==> config.mk <==
export PLATFORM = sky130hd
export DESIGN_NAME = fetch_controller
export DESIGN_NICKNAME = d
export VERILOG_FILES = /design/src/rtl/fetch_controller.sv
export SDC_FILE = /design/constraint.sdc
export NUM_CORES = 1
export LEC_CHECK = 0
export ABC_AREA = 0
export CORE_MARGIN = 5
export CORE_UTILIZATION = 45
export DETAILED_ROUTE_END_ITERATION = 16
export DONT_BUFFER_PORTS = 1
export SYNTH_ARGS = -nofsm -noshare
export SYNTH_HDL_FRONTEND = slang
export SYNTH_SLANG_ARGS = --single-unit
==> constraint.sdc <==
create_clock -name in_clk -period 5.14 [get_ports in_clk]
set_input_delay 1.028 -clock in_clk [delete_from_list [all_inputs] [get_ports in_clk]]
set_output_delay 1.028 -clock in_clk [all_outputs]
set_load 0.02 [all_outputs]
==> src/rtl/fetch_controller.sv <==
// fetch_controller: sequential instruction fetch with one-entry output slot.
//
// Fetches instructions from code_memory at PC. Each fetched word is held in
// a registered output slot together with the PC it came from. The slot is
// emptied when the consumer accepts the word.
//
// A jump request redirects PC and discards any instruction the consumer has
// not accepted. It wins over every other event, including a halt requested
// in the same cycle.
//
// A halt request stops fetching. The held instruction is drained first, then
// the block parks in HALTED until a jump arrives.
//
// Ports:
//   in_clk          sole clock, rising edge
//   in_reset_n      asynchronous active-low reset
//   out_mem_addr    read address to code_memory (the PC register itself)
//   in_mem_data     combinational read data for out_mem_addr
//   out_instr       registered instruction word
//   out_instr_pc    address out_instr was fetched from
//   out_instr_valid out_instr / out_instr_pc valid
//   in_instr_ready  consumer accepts out_instr this cycle
//   in_jump         one-cycle redirect request
//   in_jump_addr    redirect target
//   in_halt         one-cycle stop request
//   out_halted      high only in HALTED
//
// state  | meaning
// RUN    | fetching whenever the output slot is free
// DRAIN  | halt requested; waiting for the held instruction to leave
// HALTED | fetch stopped; only a jump resumes
module fetch_controller #(
  parameter logic [8:0] RESET_PC = 9'h000
) (
  input  logic        in_clk,
  input  logic        in_reset_n,
  output logic [8:0]  out_mem_addr,
  input  logic [15:0] in_mem_data,
  output logic [15:0] out_instr,
  output logic [8:0]  out_instr_pc,
  output logic        out_instr_valid,
  input  logic        in_instr_ready,
  input  logic        in_jump,
  input  logic [8:0]  in_jump_addr,
  input  logic        in_halt,
  output logic        out_halted
);

  typedef enum logic [1:0] {
    RUN    = 2'd0,
    DRAIN  = 2'd1,
    HALTED = 2'd2
  } state_t;

  state_t      state_q, state_d;
  logic [8:0]  pc_q, pc_d;
  logic [15:0] instr_q, instr_d;
  logic [8:0]  instr_pc_q, instr_pc_d;
  logic        valid_q, valid_d;
  logic        slot_free;

  // ready is meaningless while nothing is presented
  assign slot_free = !valid_q || in_instr_ready;

  always_ff @(posedge in_clk or negedge in_reset_n) begin
    if (!in_reset_n) begin
      state_q    <= RUN;
      pc_q       <= RESET_PC;
      instr_q    <= 16'h0000;
      instr_pc_q <= 9'h000;
      valid_q    <= 1'b0;
    end else begin
      state_q    <= state_d;
      pc_q       <= pc_d;
      instr_q    <= instr_d;
      instr_pc_q <= instr_pc_d;
      valid_q    <= valid_d;
    end
  end

  always_comb begin
    state_d    = state_q;
    pc_d       = pc_q;
    instr_d    = instr_q;
    instr_pc_d = instr_pc_q;
    valid_d    = valid_q;

    if (in_jump) begin
      // an unaccepted instruction is simply dropped
      state_d = RUN;
      pc_d    = in_jump_addr;
      valid_d = 1'b0;
    end else begin
      unique case (state_q)
        RUN: begin
          if (in_halt) begin
            // no fetch this cycle; a word accepted now must not reappear
            state_d = DRAIN;
            valid_d = valid_q && !in_instr_ready;
          end else if (slot_free) begin
            instr_d    = in_mem_data;
            instr_pc_d = pc_q;
            valid_d    = 1'b1;
            pc_d       = pc_q + 9'd1;   // wraps 1FF -> 000
          end
        end
        DRAIN: begin
          if (slot_free) begin
            state_d = HALTED;
            valid_d = 1'b0;
          end
        end
        HALTED: begin
          valid_d = 1'b0;
        end
        default: begin
          state_d = RUN;
          valid_d = 1'b0;
        end
      endcase
    end
  end

  assign out_mem_addr    = pc_q;
  assign out_instr       = instr_q;
  assign out_instr_pc    = instr_pc_q;
  assign out_instr_valid = valid_q;
  assign out_halted      = (state_q == HALTED);

endmodule

==> results.md <==
* Max incr delay on CP at 0.74 ns
* Pre-CTS setup slack at 2.56 ns
* Hold_buf cts at 0
* Final setup margin at 2.87 ns
* RSZ-0062 raised after global routing: no
* Post-CTS Setup Repair Bufs at 0
* N_diodes at 0
* IO Pins at 66
* Iter 0 DRT Violations at 24
* Syn-to-layout area delta at 6.21%
* Antenna Nets Post-Route at 0
* Initial Util at 0.468
* Nets at 157
* Final Hold Vio Count at 0
* DPL Wire Length at 2460 um
* WS Path Type: primary input to register
* Synth Register Bits at 37
* Vias in the first global route at 1,013
* Number of library cell types mapped by synthesis at 31
* Seq/Total Area, Yosys at 0.541
* Via count at 958
* Sequential cell area at 926 um2
* Grt ovf at 0
* First-pass GRT wire length at 5420 um
* Layer with the highest usage: met2
* CTS Root Cell: clkbuf_8
* Largest net degree at the start of global routing at 38
* Met3 Use GR at 0.0729
* Worst Path Required at 5.31 ns
* GR Util met1 at 0.156
* Max Slew Vio Count at 0
* Share of cells above drive strength 1 at 0.283
* Core Area at 3660 um2
* Area of the multi-input gates at 708 um2
* Max Cap Viol at 0
* Clock transition at path regs at 0.08 ns
* DRC Markers at 0
* Hold/Removal Path Class: primary input to async pin
* Post-Syn Area per Cell at 13.6 um2
* Clock buffer depth at 2
* Syn Inst Count at 126
* Wire per inst at 19.6 um
* Fill cells at 310
* Die height at 71.7 um
* Syn nets at 157
* Synth top area share at 0.541
* Critical path's slowest cell: or4_4
* Slew margin rel. at 0.649
* Critical path cell sequence: or2_1 -> or4_4 -> mux2_4
* DR pass1 iterations at 3
* Die X at 71.7 um
* Worst slew pin tran at 0.525 ns
* Crit path launch type: primary input
* Synth top cells by count: dfrtp_1 (37), mux2_4 (20), nand2_1 (9), o21ai_0 (9)
* Synth Flop Type: dfrtp_1
* Crit end category: register
* Synth Cell Area at 1710 um2
* Routing usage on met2 at 0.221
* CTS tree: done
* Fmax at 440 MHz
* Row count at 22
* Gr usage total at 0.137
* Final Cycle Share at 0.442
* Clk_lat worst skew at 0.28 ns
* Warnings, synthesis at 0
* Final setup viols at 0
* H-tree Lvls at 2
* PD cells at 477 nW/um2
* Pleak at 0.810 nW
* Die ar. at 5140 um2
* Worst-path maximum fanout at 25
* Post-synth EDFFs at 0
* Hold_ws at 0.426 ns
* Via/cell ratio at 5.47
* Cts bufs inserted at 5
* CP delay by family, top: simple AND/OR/NAND/NOR gates
* CP Buf/Inv Count at 0
* Initial antenna violation count at 0
* Worst vdd ir at 0.293 mV
* Post-CTS sizing at 0
* Setup tns final at 0 ns
* Setup skew after layout at 0.00551 ns
* Most frequent cell after synthesis: dfrtp_1
* FFs w/ async S/R, synth at 1.00
* Status: complete, no violations
* I/O Buffers at 0
* RePlAce Congestion at 0.726
* Clk sinks at 37
* Yosys top cell by area: dfrtp_1
* Final wirelength at 3430 um
* Area contributors post-synth: dfrtp_1 (54%), mux2_4 (18%), mux2_2 (3.3%), o21ai_0 (2.6%), xnor2_1 (2.6%)
* Period minus WS final at 2.27 ns
* CP Data Arrival Time at 2.44 ns
[where the power goes]
group	switching, mW	total [mW]	internal [mW]
clock	0.103	0.261	0.158
sequential	0.137	0.491	0.354
combinational	0.0340	0.115	0.0810
[registers in the layout, indices dropped and copies added (netlist names)]
register,count
out_mem_addr,9
out_instr,16
out_instr_valid,1
out_instr_pc,9
state_q,2
[per-stage QoR]
| step | instances | power, mW | instance area (um2) | util |
|---|---|---|---|---|
| 6_report | 175 | 0.867 | 1820 | 0.497 |
| 5_1_grt | 175 | 0.911 | 1820 | 0.497 |
| 4_1_cts | 175 | 0.880 | 1820 | 0.497 |
| 3_5_place_dp | 167 | 0.616 | 1700 | 0.464 |
| 3_3_place_gp | 167 | 0.608 | 1700 | 0.464 |
| 2_1_floorplan | 126 | 0.590 | 1710 | - |
[worst paths after layout]
path | start | to | slack, ns | cells after the start
worst max-delay path | in_halt | out_instr[1]$_DFFE_PN0P_ | 2.87 | 3
worst min-delay path | in_reset_n | out_instr_pc[1]$_DFFE_PN0P_ | 0.43 | 0
worst max register to register | state_q[0]$_DFFE_PN0P_ | out_instr[1]$_DFFE_PN0P_ | 3.14 | 3
worst min register to register | state_q[1]$_DFFE_PN0P_ | out_instr_valid$_DFFE_PN0P_ | 0.58 | 1
max in group asynchronous | in_reset_n | out_mem_addr[7]$_DFFE_PN0P_ | 4.63 | 0
min in group in_clk | state_q[1]$_DFFE_PN0P_ | out_instr_valid$_DFFE_PN0P_ | 0.58 | 1
[cells by family after synthesis]
family / synth area share
AO/OA/AOI/OAI: 0.0424
XOR/XNOR: 0.0307
adder cells (fa/ha/maj): 0.00731
buffers and inverters: 0.0453
flip-flops: 0.541
multiplexers: 0.220
AND/OR/NAND/NOR: 0.113
[layout make-up]
cell class                 count  share of cell area
sequential                    37               0.509
inverter                       1             0.00206
clock buffer                   6              0.0454
tap                           48              0.0330
multi-input combinational     81               0.390
clock inverter                 2              0.0206
[metal layers]
layer  part of all wire  wire (um)
met5                  0          0
met4              0.013         44
met3               0.11        393
met2               0.50       1720
met1               0.37       1280
[cell usage in the layout, fill, tap and decap left out]
| master | instances |
|---|---|
| a211oi_1 | 1 |
| a21oi_1 | 1 |
| a22oi_1 | 1 |
| and4bb_2 | 1 |
| bufinv_16 | 1 |
| clkbuf_8 | 6 |
| clkinvlp_4 | 1 |
| dfrtp_1 | 37 |
| ha_1 | 1 |
| inv_1 | 1 |
| mux2_2 | 5 |
| mux2_4 | 20 |
| mux2i_1 | 2 |
| nand2_1 | 9 |
| nand2b_1 | 1 |
| nand3_1 | 3 |
| nand4_1 | 2 |
| nand4b_1 | 1 |
| nor2_1 | 4 |
| nor2b_1 | 3 |
| nor3_1 | 3 |
| nor4_1 | 2 |
| nor4b_1 | 1 |
| o211ai_1 | 1 |
| o21ai_0 | 9 |
| or2_1 | 1 |
| or4_1 | 1 |
| or4_4 | 1 |
| or4b_2 | 1 |
| xnor2_1 | 5 |
| xor2_1 | 1 |
(Power assumes the default switching activity.)
